**src/rtl/pacc_pkg.sv**
```systemverilog
// rtl/pacc_pkg.sv - shared state type, default widths and saturation bounds for product_accumulator
// Ports: none (package). Provides pacc_state_t {ACCUM, HOLD}, PACC_ACC_W / PACC_CNT_W defaults,
//        PACC_PROD_W, and pacc_sat_max() / pacc_sat_min() to derive clamp bounds from ACC_W.
package pacc_pkg;

    typedef enum logic {
        ACCUM = 1'b0,
        HOLD  = 1'b1
    } pacc_state_t;

    localparam int PACC_ACC_W  = 40;
    localparam int PACC_CNT_W  = 8;
    localparam int PACC_PROD_W = 32;

    // Largest positive value of an acc_w-bit signed number, zero-extended to 64 bits.
    function automatic logic [63:0] pacc_sat_max(input int acc_w);
        return (64'd1 << (acc_w - 1)) - 64'd1;
    endfunction

    // Most negative acc_w-bit signed value; the low acc_w bits of the result are the pattern.
    function automatic logic [63:0] pacc_sat_min(input int acc_w);
        return ~pacc_sat_max(acc_w);
    endfunction

    localparam logic [63:0] PACC_SAT_MAX_DEF = pacc_sat_max(PACC_ACC_W);
    localparam logic [63:0] PACC_SAT_MIN_DEF = pacc_sat_min(PACC_ACC_W);

endpackage

```
**src/rtl/pacc_sat_add.sv**
```systemverilog
// rtl/pacc_sat_add.sv - combinational ACC_W signed adder with overflow flag and optional clamping
// Config macro: PACC_SATURATE_EN (defined: clamp on overflow; undefined: two's-complement wrap).
// Ports:
//   a   in  ACC_W : running accumulator value
//   b   in  ACC_W : sign-extended addend
//   sum out ACC_W : a + b, wrapped or clamped
//   ovf out 1     : signed overflow of the raw add
module pacc_sat_add
    import pacc_pkg::*;
#(
    parameter int ACC_W = PACC_ACC_W
)
(
    input  logic [ACC_W-1:0] a,
    input  logic [ACC_W-1:0] b,
    output logic [ACC_W-1:0] sum,
    output logic             ovf
);

    logic [ACC_W-1:0] raw;

    assign raw = a + b;

    // Overflow only possible when both operands share a sign and the result flips it.
    assign ovf = (a[ACC_W-1] == b[ACC_W-1]) && (raw[ACC_W-1] != a[ACC_W-1]);

`ifdef PACC_SATURATE_EN
    localparam logic [ACC_W-1:0] SAT_MAX = ACC_W'(pacc_sat_max(ACC_W));
    localparam logic [ACC_W-1:0] SAT_MIN = ACC_W'(pacc_sat_min(ACC_W));

    // On overflow the operand sign tells which rail was crossed.
    assign sum = !ovf ? raw : (a[ACC_W-1] ? SAT_MIN : SAT_MAX);
`else
    assign sum = raw;
`endif

endmodule

```
**src/rtl/product_accumulator.sv**
```systemverilog
// rtl/product_accumulator.sv - burst accumulator for signed 32-bit multiplier products
// Config macro: PACC_SATURATE_EN (passed through to pacc_sat_add).
// Ports:
//   clk, rst              : clock, asynchronous active-high reset
//   in_valid/in_ready     : product beat handshake; in_prod (32, signed), in_last ends a burst
//   acc_clr               : synchronous abort of the burst in progress (ignored while holding a result)
//   out_valid/out_ready   : result handshake
//   out_sum (ACC_W)       : signed burst sum
//   out_count (CNT_W)     : beats in the burst, saturating
//   out_ovf               : some accumulate step of the burst overflowed
module product_accumulator
    import pacc_pkg::*;
#(
    parameter int ACC_W = PACC_ACC_W,
    parameter int CNT_W = PACC_CNT_W
)
(
    input  logic             clk,
    input  logic             rst,
    input  logic             in_valid,
    output logic             in_ready,
    input  logic [31:0]      in_prod,
    input  logic             in_last,
    input  logic             acc_clr,
    output logic             out_valid,
    input  logic             out_ready,
    output logic [ACC_W-1:0] out_sum,
    output logic [CNT_W-1:0] out_count,
    output logic             out_ovf
);

    pacc_state_t      state;
    pacc_state_t      state_nxt;

    logic [ACC_W-1:0] acc;
    logic [ACC_W-1:0] acc_add;
    logic [ACC_W-1:0] prod_ext;
    logic [CNT_W-1:0] cnt;
    logic [CNT_W-1:0] cnt_inc;
    logic             ovf;
    logic             step_ovf;
    logic             beat;

    assign prod_ext = ACC_W'($signed(in_prod));
    assign beat     = in_valid & in_ready;

    // Counter sticks at all-ones rather than wrapping back to zero.
    assign cnt_inc  = (&cnt) ? cnt : cnt + 1'b1;

    pacc_sat_add #(
        .ACC_W (ACC_W)
    ) u_add (
        .a   (acc),
        .b   (prod_ext),
        .sum (acc_add),
        .ovf (step_ovf)
    );

    always_ff @(posedge clk or posedge rst) begin
        if (rst) begin
            state <= ACCUM;
        end else begin
            state <= state_nxt;
        end
    end

    always_comb begin
        state_nxt = state;
        case (state)
            ACCUM: if (beat && in_last) state_nxt = HOLD;
            HOLD:  if (out_ready)       state_nxt = ACCUM;
        endcase
    end

    // in_ready depends only on state and acc_clr so it never loops back through in_valid.
    always_comb begin
        in_ready  = 1'b0;
        out_valid = 1'b0;
        case (state)
            ACCUM: in_ready  = !acc_clr;
            HOLD:  out_valid = 1'b1;
        endcase
    end

    always_ff @(posedge clk or posedge rst) begin
        if (rst) begin
            acc       <= '0;
            cnt       <= '0;
            ovf       <= 1'b0;
            out_sum   <= '0;
            out_count <= '0;
            out_ovf   <= 1'b0;
        end else begin
            case (state)
                ACCUM: begin
                    if (acc_clr) begin
                        acc <= '0;
                        cnt <= '0;
                        ovf <= 1'b0;
                    end else if (beat) begin
                        acc <= acc_add;
                        cnt <= cnt_inc;
                        ovf <= ovf | step_ovf;
                        if (in_last) begin
                            out_sum   <= acc_add;
                            out_count <= cnt_inc;
                            out_ovf   <= ovf | step_ovf;
                        end
                    end
                end
                HOLD: begin
                    // Result registers are left untouched so they stay stable after the handshake.
                    if (out_ready) begin
                        acc <= '0;
                        cnt <= '0;
                        ovf <= 1'b0;
                    end
                end
            endcase
        end
    end

endmodule

```
**config.mk**
```make
export PLATFORM = sky130hd
export DESIGN_NAME = product_accumulator
export DESIGN_NICKNAME = d
export VERILOG_FILES = /design/src/rtl/pacc_pkg.sv /design/src/rtl/pacc_sat_add.sv /design/src/rtl/product_accumulator.sv
export SDC_FILE = /design/constraint.sdc
export NUM_CORES = 1
export LEC_CHECK = 0
export ABC_CLOCK_PERIOD_IN_PS = 6500
export BUFFER_PORTS_ARGS = -buffer_cell sky130_fd_sc_hd__buf_2
export CAP_MARGIN = 20
export CORE_UTILIZATION = 34
export DETAILED_ROUTE_END_ITERATION = 7
export PLACE_DENSITY = 0.6
export SETUP_SLACK_MARGIN = 0.05
export SLEW_MARGIN = 20
export SYNTH_ARGS = -nofsm -noshare
export SYNTH_HDL_FRONTEND = slang
export SYNTH_SLANG_ARGS = --single-unit
```
**constraint.sdc**
```tcl
create_clock -name clk -period 6.5 [get_ports clk]
set_input_delay 1.3 -clock clk [delete_from_list [all_inputs] [get_ports clk]]
set_output_delay 1.3 -clock clk [all_outputs]
set_load 0.1 [all_outputs]
```
Yosys cells after proc, flatten, opt, wreduce, memory -nomap -nowiden
Index checks and enable logic that the tools add are counted.
{"block": "word_totals", "reg_bits": 99, "input_bits": 38, "output_inout_bits": 51, "wordCells": 41}
{"block": "op_classes", "add_sub_neg": 2, "eq_ne": 4, "mux": 18, "n_bitwise": 4, "n_reduce_logical": 6}
{"operator": "2-to-1 mux 40 bit", "n": 3}
{"operator": "one-hot mux 40 bit (2 select lines)", "n": 1}
{"operator": "adder 40 bit", "n": 1}
{"operator": "2-to-1 mux 8 bit", "n": 4}
{"operator": "one-hot mux 8 bit (2 select lines)", "n": 1}
{"operator": "adder 8 x 1 -> 8 bit (second input constant)", "n": 1}
{"operator": "AND reduction 8 bit", "n": 1}
{"operator": "2-to-1 mux 1 bit", "n": 7}
{"operator": "one-hot mux 1 bit (2 select lines)", "n": 2}
{"operator": "AND reduction 4 bit", "n": 1}
{"operator": "!= test 3 bit (second input constant)", "n": 1}
{"operator": "logical AND 1 bit", "n": 2}
{"operator": "!= test 2 bit (second input constant)", "n": 1}
{"operator": "inverter 1 bit", "n": 2}
{"operator": "AND reduction 2 bit", "n": 1}
{"operator": "bitwise AND 1 bit", "n": 1}
{"operator": "== test 1 bit", "n": 1}
{"operator": "zero test 1 bit", "n": 1}
{"operator": "!= test 1 bit", "n": 1}
{"operator": "bitwise OR 1 bit", "n": 1}

Logic depth before layout (Yosys ltp)
Gate-level depths: netlist of run 1.
{"block": "depth", "depth_word": 7, "ltp_mapped": 11, "ltp_nobuf": 11}

Cells and area by module
A second synthesis of run 1 with hierarchy kept.
{"block": "unflattened", "cells_unflattened": 615, "hier_area_um2": 6199.7}
{"module": "product_accumulator", "instances": 1, "cells_each": 284, "area_per_inst_um2": 3942.5, "seq_area_each_um2": 2477.4}
{"module": "pacc_sat_add", "instances": 1, "cells_each": 331, "area_per_inst_um2": 2257.2, "seq_area_each_um2": 0.0}

Least setup slack after synthesis of run 1
No wires, ideal clock.
{"block": "synth_timing", "path_kind": "input-to-reg", "start": "input port acc_clr", "end": "register out_count[0]", "setup_ns": 0.134, "t_arrival_ns": 3.936, "required_time_ns": 6.366, "slack_ns": 2.430, "path_stages": 9, "n_path_buf": 4, "path_cell_list": "nor2_1 and2_1 clkbuf_1 nand2_1 clkbuf_1 clkbuf_1 buf_1 nand2_1 o21ai_0"}
{"block": "synth_via", "elab_chain_cells": 4, "word_cells_on_any_way": 5, "cone_classes": "mux (1); bitwise (2); reduce/logical (2)"}
{"item": "start: declaration", "line_no": "product_accumulator.sv:24", "source": "input logic acc_clr,"}
{"item": "zero test 1 bit", "line_no": "product_accumulator.sv:80", "source": "ACCUM: in_ready = !acc_clr;"}
{"item": "2-to-1 mux 1 bit", "line_no": "product_accumulator.sv:79", "source": "case (state)"}
{"item": "bitwise AND 1 bit", "line_no": "product_accumulator.sv:45", "source": "assign beat = in_valid & in_ready;"}
{"item": "AND reduction 4 bit (no line) *"}
{"item": "end signal: assignment", "line_no": "product_accumulator.sv:106", "source": "out_count <= cnt_inc;"}
{"item": "end: declaration", "line_no": "product_accumulator.sv:28", "source": "output logic [CNT_W-1:0] out_count,"}
Every way passes the cells marked *; elsewhere a longest branch is shown, timed or not.
A chain may end at the register's enable or synchronous reset.

Final worst setup path of run 1
{"block": "layout_timing", "start": "input port in_prod[0]", "end": "register out_sum[38]"}
{"block": "layout_via", "elab_chain_cells": 1}
{"item": "start: declaration", "line_no": "product_accumulator.sv:22", "source": "input logic [31:0] in_prod,"}
{"item": "adder 40 bit", "line_no": "pacc_sat_add.sv:22", "source": "assign raw = a + b;"}
{"item": "end signal: assignment", "line_no": "product_accumulator.sv:90", "source": "out_sum <= '0;"}
{"item": "end signal: assignment", "line_no": "product_accumulator.sv:105", "source": "out_sum <= acc_add;"}
{"item": "end: declaration", "line_no": "product_accumulator.sv:27", "source": "output logic [ACC_W-1:0] out_sum,"}
Every way passes these cells.

==> impl_metrics.toml, run 1 <==
[sta]
max_freq_mhz = 252
setup_tns_ns = 0
max-slew-margin-rel_pct = 29.3
holdWs_ns = 0.474
period_share_pct = 61.0
slew_viol_final = 0
period_minus_slack_ns = 3.96
rsz0062_at_grt = "no"
worst_pin_slew_ns = 1.06
setup_viol = 0
hold_violations = 0
skew_ns = 0.00859

[routing]
ant_nets = 0
vias = 5404
drt_iter0_drc = 300
wl_mm = 15.8
routed_via_density = 5.24
drcViolationCount = 0
wire_per_inst_um = 15.3
first_pass_iters = 4

[critical_path]
start_kind = "input pin"
r2r-end = "out_sum[38]$_DFFE_PP0P_"
required_ns = 6.78
cp_max_fo = 4
ff2ff_path_depth = 11
worst-r2r-setup-slack_ns = 3.23
reg2reg_from = "acc[0]$_DFFE_PP0P_"
cp.arrival_ns = 4.25
path_class = "in -> reg"
endpoint_kind = "flop"

[logic_synthesis]
ys_seq_area_share_pct = 39.9
synthArstFlopShare_pct = 100
synth.yosys.warnings = 0
ys_types = 58
syn_avg_cell_area_um2 = 8.59
synthesis.nets = 803
ys.flop_type = "dfrtp_1"
syn_area_um2 = 6220
synth-edff-count = 0
synth_seq_cells = 99
netlist_instances = 724

[clocking]
postCtsSetupBuffers = 0
cts_made_buffers = 9
htreeDepth = 3
clk_latency_ns = 0.35
cts.sinks = 99
clock-root-buffer = "clkbuf_16"
cts-hold-fix-buffers = 0
cts_resized = 0
cts_tree = "yes"
clockBufferDepth = 2
clk_pin_slew_ns = 0.07

[hold_path]
min_from = "out_sum[13]$_DFFE_PP0P_"
min_delay_path_depth = 2
hold_class = "reg -> reg"
min_to = "out_sum[13]$_DFFE_PP0P_"

[place]
place_inst = 1016
port_buffers = 88
gp_congestion = 0.817
dp_hpwl_mm = 11.3

[global_route]
grt_overflow = 0
antenna_found_initial = 0
grt_pass1_vias = 5177
grt_start_max_net_pins = 103
grt_usage_pct = 17.9
grt_first_pass_wirelength_mm = 26.2

[run_status]
status = "finished, final reports clean"

[floorplanning]
core_um2 = 18000
die_h_um = 137
io-pin-count = 89
dieArea_um2 = 18800
initial_core_util_pct = 34.6
num_rows = 49
fp.dieW_um = 137

[finish]
utilization_pct = 39.9
fin_cells = 1031
nets = 877
antenna_cells = 0
area_growth_pct = 15.4
drive_above_1_share_pct = 15.1

[power]
p_per_area_nw_per_um2 = 389
p_leak_nw = 3.37
peakVddDrop_mv = 0.235

[run]
max_cap_viol_count = 0
[cells in the mapped netlist, types with 4 or more instances]
| cell type | n | area [µm²] |
|---|---|---|
| nand2_1 | 121 | 454 |
| dfrtp_1 | 99 | 2480 |
| o21ai_0 | 94 | 470 |
| a21oi_1 | 49 | 245 |
| nor2_1 | 44 | 165 |
| ha_1 | 40 | 500 |
| clkbuf_1 | 21 | 78.8 |
| inv_1 | 19 | 71.3 |
| nand2b_1 | 18 | 113 |
| a21o_1 | 16 | 120 |
| nand3_1 | 14 | 70.1 |
| o31ai_1 | 14 | 105 |
| xnor2_1 | 14 | 123 |
| xor2_1 | 13 | 114 |
| o21a_1 | 12 | 90.1 |
| o211ai_1 | 10 | 75.1 |
| o21ai_1 | 9 | 45.0 |
| nand4_1 | 8 | 50.1 |
| or4_1 | 8 | 60.1 |
| a211oi_1 | 7 | 52.6 |
| a31oi_1 | 7 | 43.8 |
| nor3_1 | 7 | 35.0 |
| and2_1 | 5 | 31.3 |
| and3_1 | 5 | 31.3 |
| nor2b_1 | 5 | 31.3 |
| or3_1 | 5 | 31.3 |
| a31o_2 | 4 | 35.0 |
| a32o_1 | 4 | 40.0 |
| buf_1 | 4 | 15.0 |
| mux2i_1 | 4 | 40.0 |
| o21bai_1 | 4 | 30.0 |
[critical path, cell delays in order]
cell and delay (ns):
buf_2 0.10, ha_1 0.19, inv_1 0.06, fa_1 0.40, and2b_1 0.24, o2111ai_2 0.13, a2111o_1 0.52, a311o_1 0.40
a21oi_2 0.20, nor4_1 0.11, or4_1 0.51, nand3_1 0.08
[sequential cells by signal, indices dropped and copies added, names as in the netlist]
name	flops
acc	40
out_sum	40
cnt	8
out_count	8
out_ovf	1
ovf	1
state	1
[layout by cell type, fill, tap and decap left out, types with 4 or more instances in the layout]
| master | netlist | final |
|---|---|---|
| a211oi_1 | 7 | 7 |
| a21o_1 | 16 | 16 |
| a21oi_1 | 49 | 49 |
| a31o_2 | 4 | 4 |
| a31oi_1 | 7 | 7 |
| a32o_1 | 4 | 4 |
| and2_1 | 5 | 5 |
| and3_1 | 5 | 5 |
| buf_2 | 3 | 88 |
| clkbuf_16 | 0 | 9 |
| dfrtp_1 | 99 | 99 |
| ha_1 | 40 | 40 |
| inv_1 | 19 | 18 |
| mux2i_1 | 4 | 4 |
| nand2_1 | 121 | 120 |
| nand2b_1 | 18 | 18 |
| nand3_1 | 14 | 14 |
| nand4_1 | 8 | 8 |
| nor2_1 | 44 | 44 |
| nor2b_1 | 5 | 5 |
| nor3_1 | 7 | 7 |
| o211ai_1 | 10 | 10 |
| o21a_1 | 12 | 12 |
| o21ai_0 | 94 | 94 |
| o21ai_1 | 9 | 9 |
| o21bai_1 | 4 | 4 |
| o31ai_1 | 14 | 13 |
| or3_1 | 5 | 5 |
| or4_1 | 8 | 8 |
| xnor2_1 | 14 | 14 |
| xor2_1 | 13 | 13 |
[cells by family after synthesis]
family | after synthesis | synth area share (%)
multiplexers | 4 | 0.644
adder cells (fa/ha/maj) | 41 | 8.37
AO/OA/AOI/OAI | 254 | 25.4
XOR/XNOR | 28 | 4.17
buffers and inverters | 47 | 2.90
flip-flops | 99 | 39.9
AND/OR/NAND/NOR | 251 | 18.6
[cell type report]
| cell class | instances | area [µm²] |
|---|---|---|
| repair buffers | 91 | 463 |
| fillers | 1847 | 10800 |
| inverters | 19 | 73.8 |
| clock inverters | 4 | 51.3 |
| multi-input cells | 578 | 3580 |
| well taps | 229 | 287 |
| flip-flops and latches | 99 | 2480 |
| clock buffers | 11 | 243 |
[report_power, final]
part | switching [mW] | total (mW) | internal [mW]
Sequential | 0.0767 | 0.825 | 0.748
Combinational | 1.11 | 1.42 | 0.309
Clock | 0.239 | 0.546 | 0.307
Total | 1.42 | 2.79 | 1.37
[routing by layer]
metal	up-vias	wire (µm)	track usage, %
met5	-	0	0
met3	14	508	2.94
met4	0	209	5.31
li1	2770	-	-
met2	113	6940	28.3
met1	2507	8140	24.9
[worst max-delay path by stage]
stage / from / end / slack (ns) / cells past startpoint
2_1_floorplan: acc_clr / out_count[0]$_DFFE_PP0P_ / 2.43 / 9
3_3_place_gp: in_prod[0] / out_sum[38]$_DFFE_PP0P_ / 2.26 / 12
3_5_place_dp: in_prod[0] / out_sum[38]$_DFFE_PP0P_ / 2.18 / 12
4_1_cts: in_prod[0] / out_sum[38]$_DFFE_PP0P_ / 2.56 / 12
5_1_grt: in_prod[0] / acc[38]$_DFFE_PP0P_ / 2.44 / 12
6_report: in_prod[0] / out_sum[38]$_DFFE_PP0P_ / 2.54 / 12
[per-stage QoR]
step,cell area [µm²],power [mW],setup slack (ns)
2_1_floorplan,6220,1.99,2.43
3_3_place_gp,6880,2.25,2.26
3_5_place_dp,6880,2.25,2.18
4_1_cts,7170,2.81,2.56
5_1_grt,7170,2.94,2.44
6_report,7170,2.79,2.54
Note: power is estimated with default switching activity, not from simulation.
==> run 2: changes to the inputs <==
Settings changed: ABC_CLOCK_PERIOD_IN_PS 6500 to 3900.
Clock period 6.5 ns to 3.9 ns, I/O delays scaled along.
==> run 2 against run 1 <==
Against the previous run: cell area rose by 1.6%; sequential share of layout area fell by 0.56 points; power rose by 70%; critical path type unchanged; worst hold slack improved by 0.0028 ns; largest power group unchanged; largest cell class unchanged.
==> impl_metrics.toml, run 2 (synthesis results as in run 1) <==
[critical_path]
crit_start = "in_prod[0]"
start_kind = "input pin"
worstPathCellList = "buf_2 > ha_1 > inv_1 > fa_1 > and2b_1 > o2111ai_2 > a2111o_1 > a311o_1 > a21oi_2 > nor4_1 > or4_1 > nand3_1"
required_ns = 4.19
reg2reg_from = "acc[0]$_DFFE_PP0P_"
cpMaxStageDelayCell = "a2111o_1"
crit_buf_inv = 2
cp_top_family = "compound AO/OA/AOI/OAI gates"
cpPeakStageDelay_ns = 0.52
cp_max_fo = 4
cp.arrival_ns = 3.74
endpoint_kind = "flop"
path_class = "in -> reg"

[floorplanning]
die_h_um = 137
dieArea_um2 = 18800
fp.dieW_um = 137
num_rows = 49
initial_core_util_pct = 34.6
io-pin-count = 89
core_um2 = 18000

[finish]
mostFrequentLayoutCells = "nand2_1, dfrtp_1, o21ai_0"
reg_top3 = "acc (40), out_sum (40)"
antenna_cells = 0
drive_above_1_share_pct = 16.5
layout_commonest_cell = "nand2_1"
area_growth_pct = 17.3
nets = 888

[clocking]
postCtsSetupBuffers = 0
cts-hold-fix-buffers = 0
cts_made_buffers = 9
cts_tree = "yes"
htreeDepth = 3
clock-root-buffer = "clkbuf_16"
cts.sinks = 99
cts_resized = 0
clockBufferDepth = 2
clk_latency_ns = 0.36
clk_pin_slew_ns = 0.06

[routing]
wl_mm = 15.8
drcViolationCount = 0
drt_iter0_drc = 381
ant_nets = 0
wire_per_inst_um = 15.1
routed_via_density = 5.19
first_pass_iters = 4
vias = 5408

[global_route]
grt_start_max_net_pins = 55
grt_pass1_vias = 5212
antenna_found_initial = 0
grt_usage_pct = 18.0
grt_overflow = 0
grt_first_pass_wirelength_mm = 26.5

[sta]
setup_viol = 0
rsz0062_at_grt = "no"
worst_pin_slew_ns = 0.819
max_freq_mhz = 290
fin_ws_ns = 0.453
period_share_pct = 88.4
hold_violations = 0
period_minus_slack_ns = 3.45
setup_tns_ns = 0
max-slew-margin-rel_pct = 45.2
slew_viol_final = 0
skew_ns = 0.0124

[place]
gp_congestion = 0.837
place_ws_ns = 0.0952
port_buffers = 88
dp_hpwl_mm = 11.7

[hold_path]
hold_class = "reg -> reg"
min_from = "out_sum[7]$_DFFE_PP0P_"

[run]
max_cap_viol_count = 0

[power]
peakVddDrop_mv = 0.488
p_leak_nw = 3.44
p_per_area_nw_per_um2 = 649

[run_status]
status = "finished, final reports clean"
## run 2: cell count changes in the layout (fill, tap and decap cells not counted), sizes merged
cell,change
bufinv,+1
inv,+1
clkinv,+1
buf,+11
clkbuf,-2
## run 2: layout make-up
type                            count  area [µm²]
Timing Repair Buffer              102         558
Fill cell                        1875       10700
Sequential cell                    99        2480
Inverter                           19        73.8
Clock buffer                        9         225
Tap cell                          229         287
Multi-Input combinational cell    578        3580
Clock inverter                      7        91.3
## run 2: worst register-to-register path, stage by stage, from the launching register on
cell	delay (ns)
dfrtp_1	0.35
ha_1	0.20
inv_1	0.06
fa_1	0.39
and2b_1	0.23
o2111ai_2	0.14
a2111o_1	0.52
a311o_1	0.41
a21oi_2	0.20
nor4_1	0.11
or4_1	0.52
nand3_1	0.08
## run 2: worst paths after layout
kind,depth (start not counted),endpoint,slack (ns)
worst max-delay path,12,out_sum[38]$_DFFE_PP0P_,0.45
worst min-delay path,2,out_sum[7]$_DFFE_PP0P_,0.48
worst max register to register,11,out_sum[38]$_DFFE_PP0P_,0.62
worst min register to register,2,out_sum[7]$_DFFE_PP0P_,0.48
max in group asynchronous,3,out_sum[37]$_DFFE_PP0P_,2.70
min in group asynchronous,2,out_sum[18]$_DFFE_PP0P_,0.50
## run 2: per-layer routing
| layer | vias up | GRT usage [%] | share of wire, % |
|---|---|---|---|
| li1 | 2785 | - | - |
| met1 | 2497 | 25.1 | 50 |
| met2 | 109 | 28.5 | 44 |
| met3 | 17 | 3.35 | 4.0 |
| met4 | 0 | 4.76 | 1.3 |
| met5 | - | 0 | 0 |
## run 2: per-stage QoR
stage	power (mW)	hold WS (ns)	util, %	cell area [µm²]	cells
global route	5.00	0.503	40.6	7290	1043
global placement	3.77	0.458	38.8	6980	1027
floorplan	3.32	0.453	-	6220	724
finish	4.73	0.477	40.6	7290	1043
detailed placement	3.78	0.469	38.8	6980	1027
CTS	4.77	0.484	40.6	7290	1043
## run 2: power by group
part / internal [mW] / switching (mW) / total, mW
Sequential: 1.25 / 0.125 / 1.37
Combinational: 0.533 / 1.85 / 2.38
Clock: 0.561 / 0.414 / 0.975
==> run 3: changes to the inputs <==
Settings changed: CORE_MARGIN set to 3, RECOVER_POWER set to 100.
==> run 3 against run 2 <==
Against the previous run: the flow now finishes with violations (capacitance limit, slew limit); critical endpoint is now acc[38]$_DFFE_PP0P_; global-route usage down 1.5 points; core utilization about the same; clock skew decreased by 0.0054 ns; maximum frequency down 0.43%.
==> impl_metrics.toml, run 3 (synthesis results as in run 1) <==
[place]
place_ws_ns = 0.160
gp_congestion = 0.869
dp_hpwl_mm = 12.1
port_buffers = 88

[floorplanning]
die_h_um = 141
dieArea_um2 = 19900
io-pin-count = 89
core_um2 = 17600
initial_core_util_pct = 35.3
fp.dieW_um = 141
num_rows = 48

[critical_path]
cp_max_fo = 4
worstPathCellList = "buf_2 > ha_1 > inv_1 > fa_1 > and2b_1 > o2111ai_1 > a2111o_1 > a311o_1 > a21oi_1 > nor4_1 > or4_1 > nand3_1"
cp.arrival_ns = 3.75
r2r-end = "acc[38]$_DFFE_PP0P_"
endpoint_kind = "flop"
ff2ff_path_depth = 11
crit_buf_inv = 2
worst-r2r-setup-slack_ns = 0.58
cpMaxStageDelayCell = "or4_1"
path_class = "in -> reg"
reg2reg_from = "acc[0]$_DFFE_PP0P_"
required_ns = 4.19
cpPeakStageDelay_ns = 0.52
cp_top_family = "compound AO/OA/AOI/OAI gates"
start_kind = "input pin"

[power]
power_frac_seq_pct = 29.9
p_per_area_nw_per_um2 = 647
comb_power_share_pct = 50.3
p_leak_nw = 3.21
p_int_mw = 2.24
peakVddDrop_mv = 0.376
power_frac_clock_pct = 19.8
p_sw_mw = 2.38
switching_share_pct = 51.6

[routing]
wl_mm = 16.2
wl_met2_mm = 7.19
top_layer = "met4"
route.met3.wl_um = 607
vias = 5476
drt_iter0_drc = 305
wire_per_inst_um = 15.7
ant_nets = 0
drt-met1-wl_mm = 8.23
drcViolationCount = 0
routed_via_density = 5.28
first_pass_iters = 5

[sta]
period_share_pct = 88.8
worst_pin_slew_ns = 2.22
holdWs_ns = 0.476
slew_viol_final = 49
skew_ns = 0.00699
setup_tns_ns = 0
max_freq_mhz = 289
max-slew-margin-rel_pct = -48.7
setup_viol = 0
fin_ws_ns = 0.438
hold_violations = 0
period_minus_slack_ns = 3.46
rsz0062_at_grt = "no"

[hold_path]
hold_class = "reg -> reg"
min_to = "out_count[1]$_DFFE_PP0P_"
min_delay_path_depth = 2
min_from = "out_count[1]$_DFFE_PP0P_"

[finish]
reg_top3 = "acc (40), out_sum (40)"
utilization_pct = 40.6
drive_above_1_share_pct = 8.24
multiInputGateArea_um2 = 3560
antenna_cells = 0
mostFrequentLayoutCells = "nand2_1, o21ai_0, dfrtp_1"
final-seq-area_um2 = 2480
layout_commonest_cell = "nand2_1"
nets = 888
area_growth_pct = 14.8
n_fill_cell = 1811

[clocking]
clk_latency_ns = 0.36
cts-hold-fix-buffers = 0
cts.sinks = 99
cts_made_buffers = 9
cts_tree = "yes"
clockBufferDepth = 2
clk_pin_slew_ns = 0.07
postCtsSetupBuffers = 0
cts_resized = 0
clock-root-buffer = "clkbuf_16"
htreeDepth = 3

[global_route]
antenna_found_initial = 0
grt_overflow = 0
grt_first_pass_wirelength_mm = 26.8
grt_start_max_net_pins = 75
grt_usage_pct = 16.5
grt_pass1_vias = 5189

[run_status]
status = "finished with violations"
failed_checks = "capacitance limit, slew limit"

[run]
max_cap_viol_count = 1
-- run 3: cell count changes in the layout (fill, tap and decap cells not counted), sizes merged --
| cell | previous run | this run |
|---|---|---|
| bufinv | 2 | 1 |
| buf | 102 | 39 |
| clkbuf | 9 | 74 |
| inv | 20 | 18 |
| clkinv | 3 | 2 |
| clkinvlp | 1 | 2 |
-- run 3: final cells by class --
type,instances,area share [%]
Clock buffer,11,3.40
Clock inverter,4,0.719
Inverter,19,1.02
Multi-Input combinational cell,578,49.9
Sequential cell,99,34.7
Tap cell,225,3.94
Timing Repair Buffer,102,6.28
-- run 3: power groups by stage --
stage          Clock [mW]  Sequential [mW]  Combinational [mW]
2_1_floorplan           0             2.50               0.817
3_3_place_gp            0             1.40                2.37
6_report            0.916             1.38                2.32
3_5_place_dp            0             1.40                2.39
5_1_grt             0.984             1.41                2.49
4_1_cts             0.942             1.38                2.39
-- run 3: worst min-delay path, delay by kind of cell (launching register included) --
family           cells  cell delay (ns)
flip-flops           1             0.34
AO/OA/AOI/OAI        1             0.06
AND/OR/NAND/NOR      1             0.04
-- run 3: layer usage --
metal	vias to the layer above	track usage (%)
li1	2789	-
met1	2568	24.2
met2	104	25.2
met3	15	2.71
met4	0	4.74
met5	-	0
-- run 3: worst max path at each step --
stage,from,to,slack (ns),depth (start not counted)
2_1_floorplan,state$_DFF_PP0_,out_count[0]$_DFFE_PP0P_,0.21,9
3_3_place_gp,in_prod[0],out_sum[38]$_DFFE_PP0P_,0.19,12
3_5_place_dp,in_prod[0],acc[38]$_DFFE_PP0P_,0.16,12
4_1_cts,in_prod[0],acc[38]$_DFFE_PP0P_,0.53,12
5_1_grt,rst,out_count[6]$_DFFE_PP0P_,0.25,3
6_report,in_prod[0],acc[38]$_DFFE_PP0P_,0.44,12
-- run 3: stage by stage --
step / power, mW / area [µm²] / std cells
after floorplan: 3.32 / 6220 / 724
after global placement: 3.77 / 6960 / 1023
after detailed placement: 3.78 / 6960 / 1023
after CTS: 4.71 / 7250 / 1038
after global routing: 4.89 / 7140 / 1038
final: 4.62 / 7140 / 1038
